==> src/rtl/grid_engine_pkg.sv <==
// Shared definitions for the grid engine: command opcodes, per-bank update
// modes, STATUS byte layout and a helper that assembles the STATUS byte.
package grid_engine_pkg;

   // Command opcodes, carried on ui_in[6:4]
   localparam logic [2:0] OP_NOP      = 3'd0;
   localparam logic [2:0] OP_SET_ADDR = 3'd1;
   localparam logic [2:0] OP_WRITE    = 3'd2;
   localparam logic [2:0] OP_READ     = 3'd3;
   localparam logic [2:0] OP_SET_MODE = 3'd4;
   localparam logic [2:0] OP_RUN      = 3'd5;
   localparam logic [2:0] OP_CLEAR    = 3'd6;
   localparam logic [2:0] OP_STATUS   = 3'd7;

   // Per-bank update modes
   localparam logic [1:0] M_HOLD = 2'd0;
   localparam logic [1:0] M_INC  = 2'd1;
   localparam logic [1:0] M_ROTL = 2'd2;
   localparam logic [1:0] M_XOR  = 2'd3;

   // STATUS byte layout: {busy, run, 4'b0, mode}
   localparam int ST_BUSY   = 7;
   localparam int ST_RUN    = 6;
   localparam int ST_MODE_L = 0;

   function automatic logic [7:0] status_byte(input logic busy,
                                              input logic run,
                                              input logic [1:0] mode);
      logic [7:0] s;
      s = 8'h00;
      s[ST_BUSY] = busy;
      s[ST_RUN] = run;
      s[ST_MODE_L +: 2] = mode;
      return s;
   endfunction

endpackage

==> src/rtl/grid_engine_cell.sv <==
// One self-updating cell of the grid.
// Ports:
//   clk, rst_n  - clock, synchronous active-low reset (loads the seed INDEX)
//   run_en      - apply one evolution step on this edge
//   mode        - update mode of the bank this cell belongs to
//   wr_en       - host write; takes wr_data and skips evolution
//   wr_data     - host write data
//   clr_en      - sweep zeroes this cell on this edge
//   q           - cell value
// Priority: reset > clr_en > wr_en > run_en.
module grid_engine_cell
   import grid_engine_pkg::*;
#(
   parameter int WIDTH = 8,
   parameter int INDEX = 0
) (
   input  logic             clk,
   input  logic             rst_n,
   input  logic             run_en,
   input  logic [1:0]       mode,
   input  logic             wr_en,
   input  logic [WIDTH-1:0] wr_data,
   input  logic             clr_en,
   output logic [WIDTH-1:0] q
);

   localparam logic [WIDTH-1:0] SEED = WIDTH'(INDEX);

   // The shift form of the rotate degenerates to identity when WIDTH is 1.
   function automatic logic [WIDTH-1:0] evolve(input logic [1:0] m,
                                               input logic [WIDTH-1:0] v);
      logic [WIDTH-1:0] r;
      case (m)
         M_INC:   r = v + 1'b1;
         M_ROTL:  r = (v << 1) | (v >> (WIDTH - 1));
         M_XOR:   r = v ^ SEED;
         default: r = v;
      endcase
      return r;
   endfunction

   always_ff @(posedge clk) begin
      if (!rst_n) begin
         q <= SEED;
      end else if (clr_en) begin
         q <= '0;
      end else if (wr_en) begin
         q <= wr_data;
      end else if (run_en) begin
         q <= evolve(mode, q);
      end
   end

endmodule

==> src/rtl/tt_um_bluewatercrystal_grid_engine.sv <==
// Banked grid of self-updating cells behind a byte-wide command port.
// Ports:
//   clk, rst_n - clock, synchronous active-low reset
//   ena        - unused
//   ui_in      - command: [7] strobe, [6:4] opcode, [3:0] arg
//   uio_in     - data / address byte
//   uo_out     - response register (READ / STATUS results)
//   uio_out    - tied 0
//   uio_oe     - tied 0
// A command fires on the first cycle ui_in[7] is seen high after being low.
module tt_um_bluewatercrystal_grid_engine
   import grid_engine_pkg::*;
#(
   parameter int BANKS = 4,
   parameter int DEPTH = 16,
   parameter int WIDTH = 8
) (
   input  logic       clk,
   input  logic       rst_n,
   input  logic       ena,
   input  logic [7:0] ui_in,
   input  logic [7:0] uio_in,
   output logic [7:0] uo_out,
   output logic [7:0] uio_out,
   output logic [7:0] uio_oe
);

   localparam int         N      = BANKS * DEPTH;
   localparam logic [8:0] N9     = 9'(N);
   localparam logic [7:0] LAST   = 8'(N - 1);
   localparam logic [7:0] DEPTH8 = 8'(DEPTH);

   logic             strb_q;
   logic             fire;
   logic             cmd_ok;
   logic [2:0]       opcode;
   logic [3:0]       arg;
   logic [7:0]       addr;
   logic [7:0]       addr_next;
   logic             addr_ok;
   logic             run;
   logic             busy;
   logic [7:0]       sweep;
   logic [1:0]       mode [BANKS];
   logic [WIDTH-1:0] cell_q [N];
   logic [7:0]       rd_byte;
   logic [7:0]       bank_sel;
   logic [1:0]       stat_mode;
   logic [7:0]       stat_byte;
   logic             unused_bits;

   assign opcode = ui_in[6:4];
   assign arg    = ui_in[3:0];
   assign fire   = ui_in[7] & ~strb_q;
   // Everything except STATUS is dropped while the clear sweep is running.
   assign cmd_ok = fire & ~busy;

   assign addr_ok   = ({1'b0, addr} < N9);
   assign addr_next = (addr == LAST) ? 8'd0 : addr + 8'd1;
   assign bank_sel  = addr / DEPTH8;

   // Out-of-range addresses match no cell and read as zero.
   always_comb begin
      rd_byte = 8'h00;
      for (int i = 0; i < N; i++) begin
         if (addr == 8'(i)) rd_byte = 8'(cell_q[i]);
      end
   end

   always_comb begin
      stat_mode = M_HOLD;
      for (int b = 0; b < BANKS; b++) begin
         if (addr_ok && bank_sel == 8'(b)) stat_mode = mode[b];
      end
   end

   assign stat_byte = status_byte(busy, run, stat_mode);

   always_ff @(posedge clk) begin
      if (!rst_n) begin
         strb_q <= 1'b0;
         addr   <= 8'h00;
         run    <= 1'b0;
         busy   <= 1'b0;
         sweep  <= 8'h00;
         uo_out <= 8'h00;
         for (int b = 0; b < BANKS; b++) mode[b] <= M_HOLD;
      end else begin
         strb_q <= ui_in[7];

         // busy drops on the same edge that zeroes the last cell
         if (busy) begin
            if (sweep == LAST) busy <= 1'b0;
            sweep <= sweep + 8'd1;
         end

         if (fire && opcode == OP_STATUS) uo_out <= stat_byte;

         if (cmd_ok) begin
            case (opcode)
               OP_SET_ADDR: addr <= uio_in;
               OP_WRITE: begin
                  if (arg[0]) addr <= addr_next;
               end
               OP_READ: begin
                  uo_out <= rd_byte;
                  if (arg[0]) addr <= addr_next;
               end
               OP_SET_MODE: begin
                  for (int b = 0; b < BANKS; b++) begin
                     if (uio_in == 8'(b)) mode[b] <= arg[1:0];
                  end
               end
               OP_RUN: run <= arg[0];
               OP_CLEAR: begin
                  busy  <= 1'b1;
                  sweep <= 8'h00;
               end
               default: ;
            endcase
         end
      end
   end

   for (genvar i = 0; i < N; i++) begin : g_cell
      logic wr_hit;
      logic clr_hit;
      assign wr_hit  = cmd_ok && (opcode == OP_WRITE) && (addr == 8'(i));
      assign clr_hit = busy && (sweep == 8'(i));

      grid_engine_cell #(
         .WIDTH (WIDTH),
         .INDEX (i)
      ) u_cell (
         .clk     (clk),
         .rst_n   (rst_n),
         .run_en  (run & ~busy),
         .mode    (mode[i / DEPTH]),
         .wr_en   (wr_hit),
         .wr_data (uio_in[WIDTH-1:0]),
         .clr_en  (clr_hit),
         .q       (cell_q[i])
      );
   end

   assign uio_out = 8'h00;
   assign uio_oe  = 8'h00;

   assign unused_bits = &{1'b0, ena, arg[3:2], uio_in};

endmodule

==> config.mk <==
export PLATFORM = sky130hd
export DESIGN_NAME = tt_um_bluewatercrystal_grid_engine
export DESIGN_NICKNAME = d
export VERILOG_FILES = /design/src/rtl/grid_engine_pkg.sv /design/src/rtl/grid_engine_cell.sv /design/src/rtl/tt_um_bluewatercrystal_grid_engine.sv
export SDC_FILE = /design/constraint.sdc
export NUM_CORES = 2
export LEC_CHECK = 0
export ABC_AREA = 1
export CAP_MARGIN = 5
export CELL_PAD_IN_SITES_DETAIL_PLACEMENT = 1
export CELL_PAD_IN_SITES_GLOBAL_PLACEMENT = 2
export CORE_UTILIZATION = 35
export CTS_CLUSTER_DIAMETER = 60
export DETAILED_ROUTE_END_ITERATION = 8
export PLACE_DENSITY = 0.86
export SYNTH_ARGS = -nofsm -noshare
export SYNTH_HDL_FRONTEND = slang
export SYNTH_SLANG_ARGS = --single-unit
==> constraint.sdc <==
create_clock -name clk -period 5.7 [get_ports clk]
set_input_delay 0.57 -clock clk [delete_from_list [all_inputs] [get_ports clk]]
set_output_delay 0.57 -clock clk [all_outputs]
set_load 0.005 [all_outputs]
==> metrics.md <==
| Metric | Value |
|---|---|
| Status | `finished clean` |
| Crit path max fanout | `7` |
| Fmax | `179 MHz` |
| Antenna viol nets, final | `0` |
| Count of unique library cells instantiated by Yosys | `between 50 and 60` |
| Async SR Flop Fraction | `0` |
| Yosys warns | `0` |
| Synthesized area | `44200 sq um` |
| Hold Vio Cnt, Final | `0` |
| Largest net degree at the start of global routing | `94` |
| Max VDD drop | `just over 0.0003 V` |
| Ports | `43` |
| Clock-pin slew on the worst setup and hold paths | `roughly 0.06 ns` |
| Placed cell area | `46500 sq um` |
| Fin nets | `between 7000 and 8000` |
| DR pass1 iterations | `6` |
| Crit share post-route | `0.980` |
| Critical Path Sink Type | `register` |
| Total GRT Usage | `0.323` |
| Synth Flop Type | `dfxtp_1` |
| Core area | `125000 sq um` |
| R2R setup slack | `0.12 ns` |
| Most frequent cell after synthesis | `nand2_1` |
| Placed cell count | `9125` |
| Slowest stage cell, crit path | `dfxtp_4` |
| Max cap viols | `0` |
| Pwr dens | `around 220 nW/um^2` |
| Synth top area share | `0.244` |
| Min Tclk post-route | `about 5.6 ns` |
| Worst EP required | `around 6.3 ns` |
| Simple-gate share of the synthesized area | `0.306` |
| WL/cell | `22.9 um` |
| Cts hold-fix bufs | `0` |
| Chip height | `357 um` |
| DIE WIDTH | `between 300 and 400 um` |
| Finished Cell Area | `roughly 50000 sq um` |
| Fraction of synthesized cell area in xor and xnor cells | `0.0141` |
| Layout cells sized above 1 | `0.0686` |
| Largest area contributor in the netlist | `dfxtp_1` |
| CTS Root Cell | `clkbuf_16` |
| Unrepaired setup endpoints after global routing | `true` |
| Post-Syn Area per Cell | `~5.8 sq um` |
| GPL Wtd Cong | `between 0.9 and 1` |
| Grt total ovfl | `0` |
| Kind of critical path | `reg2reg` |
| Site Rows | `130` |
| Post-layout util | `0.400` |
| Post-DP HPWL | `approximately 140000 um` |
| Leakage power | `about 21 nW` |
| Critical Path Max Stage Delay | `0.36 ns` |
| First-pass GRT wire length | `between 300000 and 400000 um` |
| Register area share after synthesis | `0.250` |
| DR DRC count | `0` |
| Compound-Gate Fraction of Synth Area | `0.271` |
| Synth top cells by count | `1941 x nand2_1, 1202 x inv_1, 859 x nor2_1` |
| Synthesis-stage register bit count | `about 550` |
| Initial Utilization | `0.352` |
| Critical Path Source Type | `register` |
| Longest Clk Path Bufs | `3` |
| Worst Tran Pin Value | `around 1.3 ns` |
| Vias/cell | `between 5 and 6` |
| Hold Path Class | `in2reg` |
| Slew Limit Fails | `0` |
| Worst-skew pair later-pin latency | `0.73 ns` |
| Largest family of logic cells by synthesized area | `simple AND/OR/NAND/NOR gates` |
| Drt total wl | `about 210000 um` |
| Setup Skew | `0.0584 ns` |
| Drt first-iter violations | `approximately 4600` |
| Post-synth EDFFs | `8` |
| H-Tree Depth | `3` |
| Layout Cells excl Fill | `approximately 9300` |
| TritonCTS Buffers | `between 90 and 100` |
| Fillers | `16832` |
| # clock sinks | `between 500 and 600` |
| Most used cell along the critical path | `nand2_1` |
| Area growth, synth to finish | `13.6%` |
| Vias in the first global route | `roughly 53000` |
| Die ar. | `approximately 130000 sq um` |
| Initial antenna violation count | `7` |
| Multiplexer share of the synthesized area | `0` |
| Synth Area in Adders | `0.0238` |
| Final setup violation count | `0` |
| Max-slew headroom | `0.126` |
| Critical path arrival | `6.18 ns` |
| CTS tree | `built` |
| Port Buffers | `23` |
| Area contributors post-synth | `dfxtp_1 24%, nand2_1 16%, inv_1 10%, o21ai_0 7.8%, nor2_1 7.3%` |
| DR vias | `between 50000 and 60000` |
| Syn Inst Count | `7612` |
==> worst paths after layout <==
check,start,to,cells past startpoint
max,addr[5]$_SDFFE_PN0P_,uo_out[3]$_SDFF_PN0_,67
min,uio_in[1],g_cell[38].u_cell.q[1]$_SDFFE_PN1P_,4
max reg2reg,addr[5]$_SDFFE_PN0P_,uo_out[3]$_SDFF_PN0_,67
min reg2reg,g_cell[55].u_cell.q[6]$_SDFFE_PP0P_,g_cell[55].u_cell.q[6]$_SDFFE_PP0P_,2
==> power breakdown <==
| group | leakage (nW) | internal [W] | switching [W] | total [W] |
|---|---|---|---|---|
| clock network | 1.52 | 0.00356 | 0.00238 | 0.00594 |
| logic | 15.2 | 0.000306 | 0.000860 | 0.00117 |
| registers | 4.44 | 0.00388 | 0.0000715 | 0.00395 |
==> cells in the final DEF, fill, tap and decap left out, drive strengths merged, types with 44 or more instances in the layout <==
cell    synthesis  final
inv          1215   1222
clkbuf        297    116
clkinv         19     44
o211ai        162    162
dfxtp         539    539
nor2          870    870
xor2           66     66
nand2        1948   1948
a22oi          82     82
nor3          162    162
o22ai         289    289
o21ai         722    722
buf            42    185
a31oi         147    147
nand3         341    341
o221ai         63     63
ha             84     84
a21oi         298    298
==> cells by family (layout without fill, tap and decap cells) <==
group           after synthesis  count (layout)
xor+xnor                     71              71
fa+ha+maj                    84              84
buf+inv                    1573            1603
compound gates             1962            1962
simple gates               3374            3374
flops                       547             547
other cells                   1              17
==> layout make-up <==
cell class	instances	area, sq um	area share
inverter	1234	4650	0.0927
antenna	1	2.50	0.0000498
sequential	547	11000	0.220
clock inverter	54	639	0.0127
multi-input combinational	5507	27700	0.552
tap	1650	2060	0.0411
timing repair buffer	200	1580	0.0314
clock buffer	115	2520	0.0502
==> metrics by stage <==
step | power, W | setup TNS [ns] | worst slack (ns) | hold slack (ns)
floorplan | 0.00468 | 0 | 1.41 | 0.442
global placement | 0.00511 | 0 | 0.0640 | 0.453
detailed placement | 0.00513 | 0 | 0.00172 | 0.475
CTS | 0.0111 | 0 | 0.0200 | 0.263
global route | 0.0113 | -2.88 | -0.415 | 0.326
finish | 0.0111 | 0 | 0.116 | 0.289
==> critical path: cells and delay by family, from the launching register on <==
kind	cells	cell delay (ns)
AO/OA/AOI/OAI	9	0.92
buffers and inverters	1	0.14
flip-flops	1	0.36
AND/OR/NAND/NOR	57	4.06
==> registers in the layout, summed over array words and instances (netlist names) <==
register and flops:
g_cell.u_cell.q 512, addr 8, mode 8, sweep 8
uo_out 8, busy 1, run 1, strb_q 1
==> repair_timing <==
action,CTS,global route
gates resized for setup,3,121
hold endpoints to repair,0,0
pin swaps,0,79
setup buffers,0,13
endpoints found under the setup margin,3,8
==> routing by layer <==
layer	global-route usage	up-vias	routed length, um
li1	-	25241	-
met1	0.438	26398	94800
met2	0.503	1902	92900
met3	0.0467	492	15300
met4	0.149	10	10400
met5	0	-	57
(Power assumes the default switching activity.)
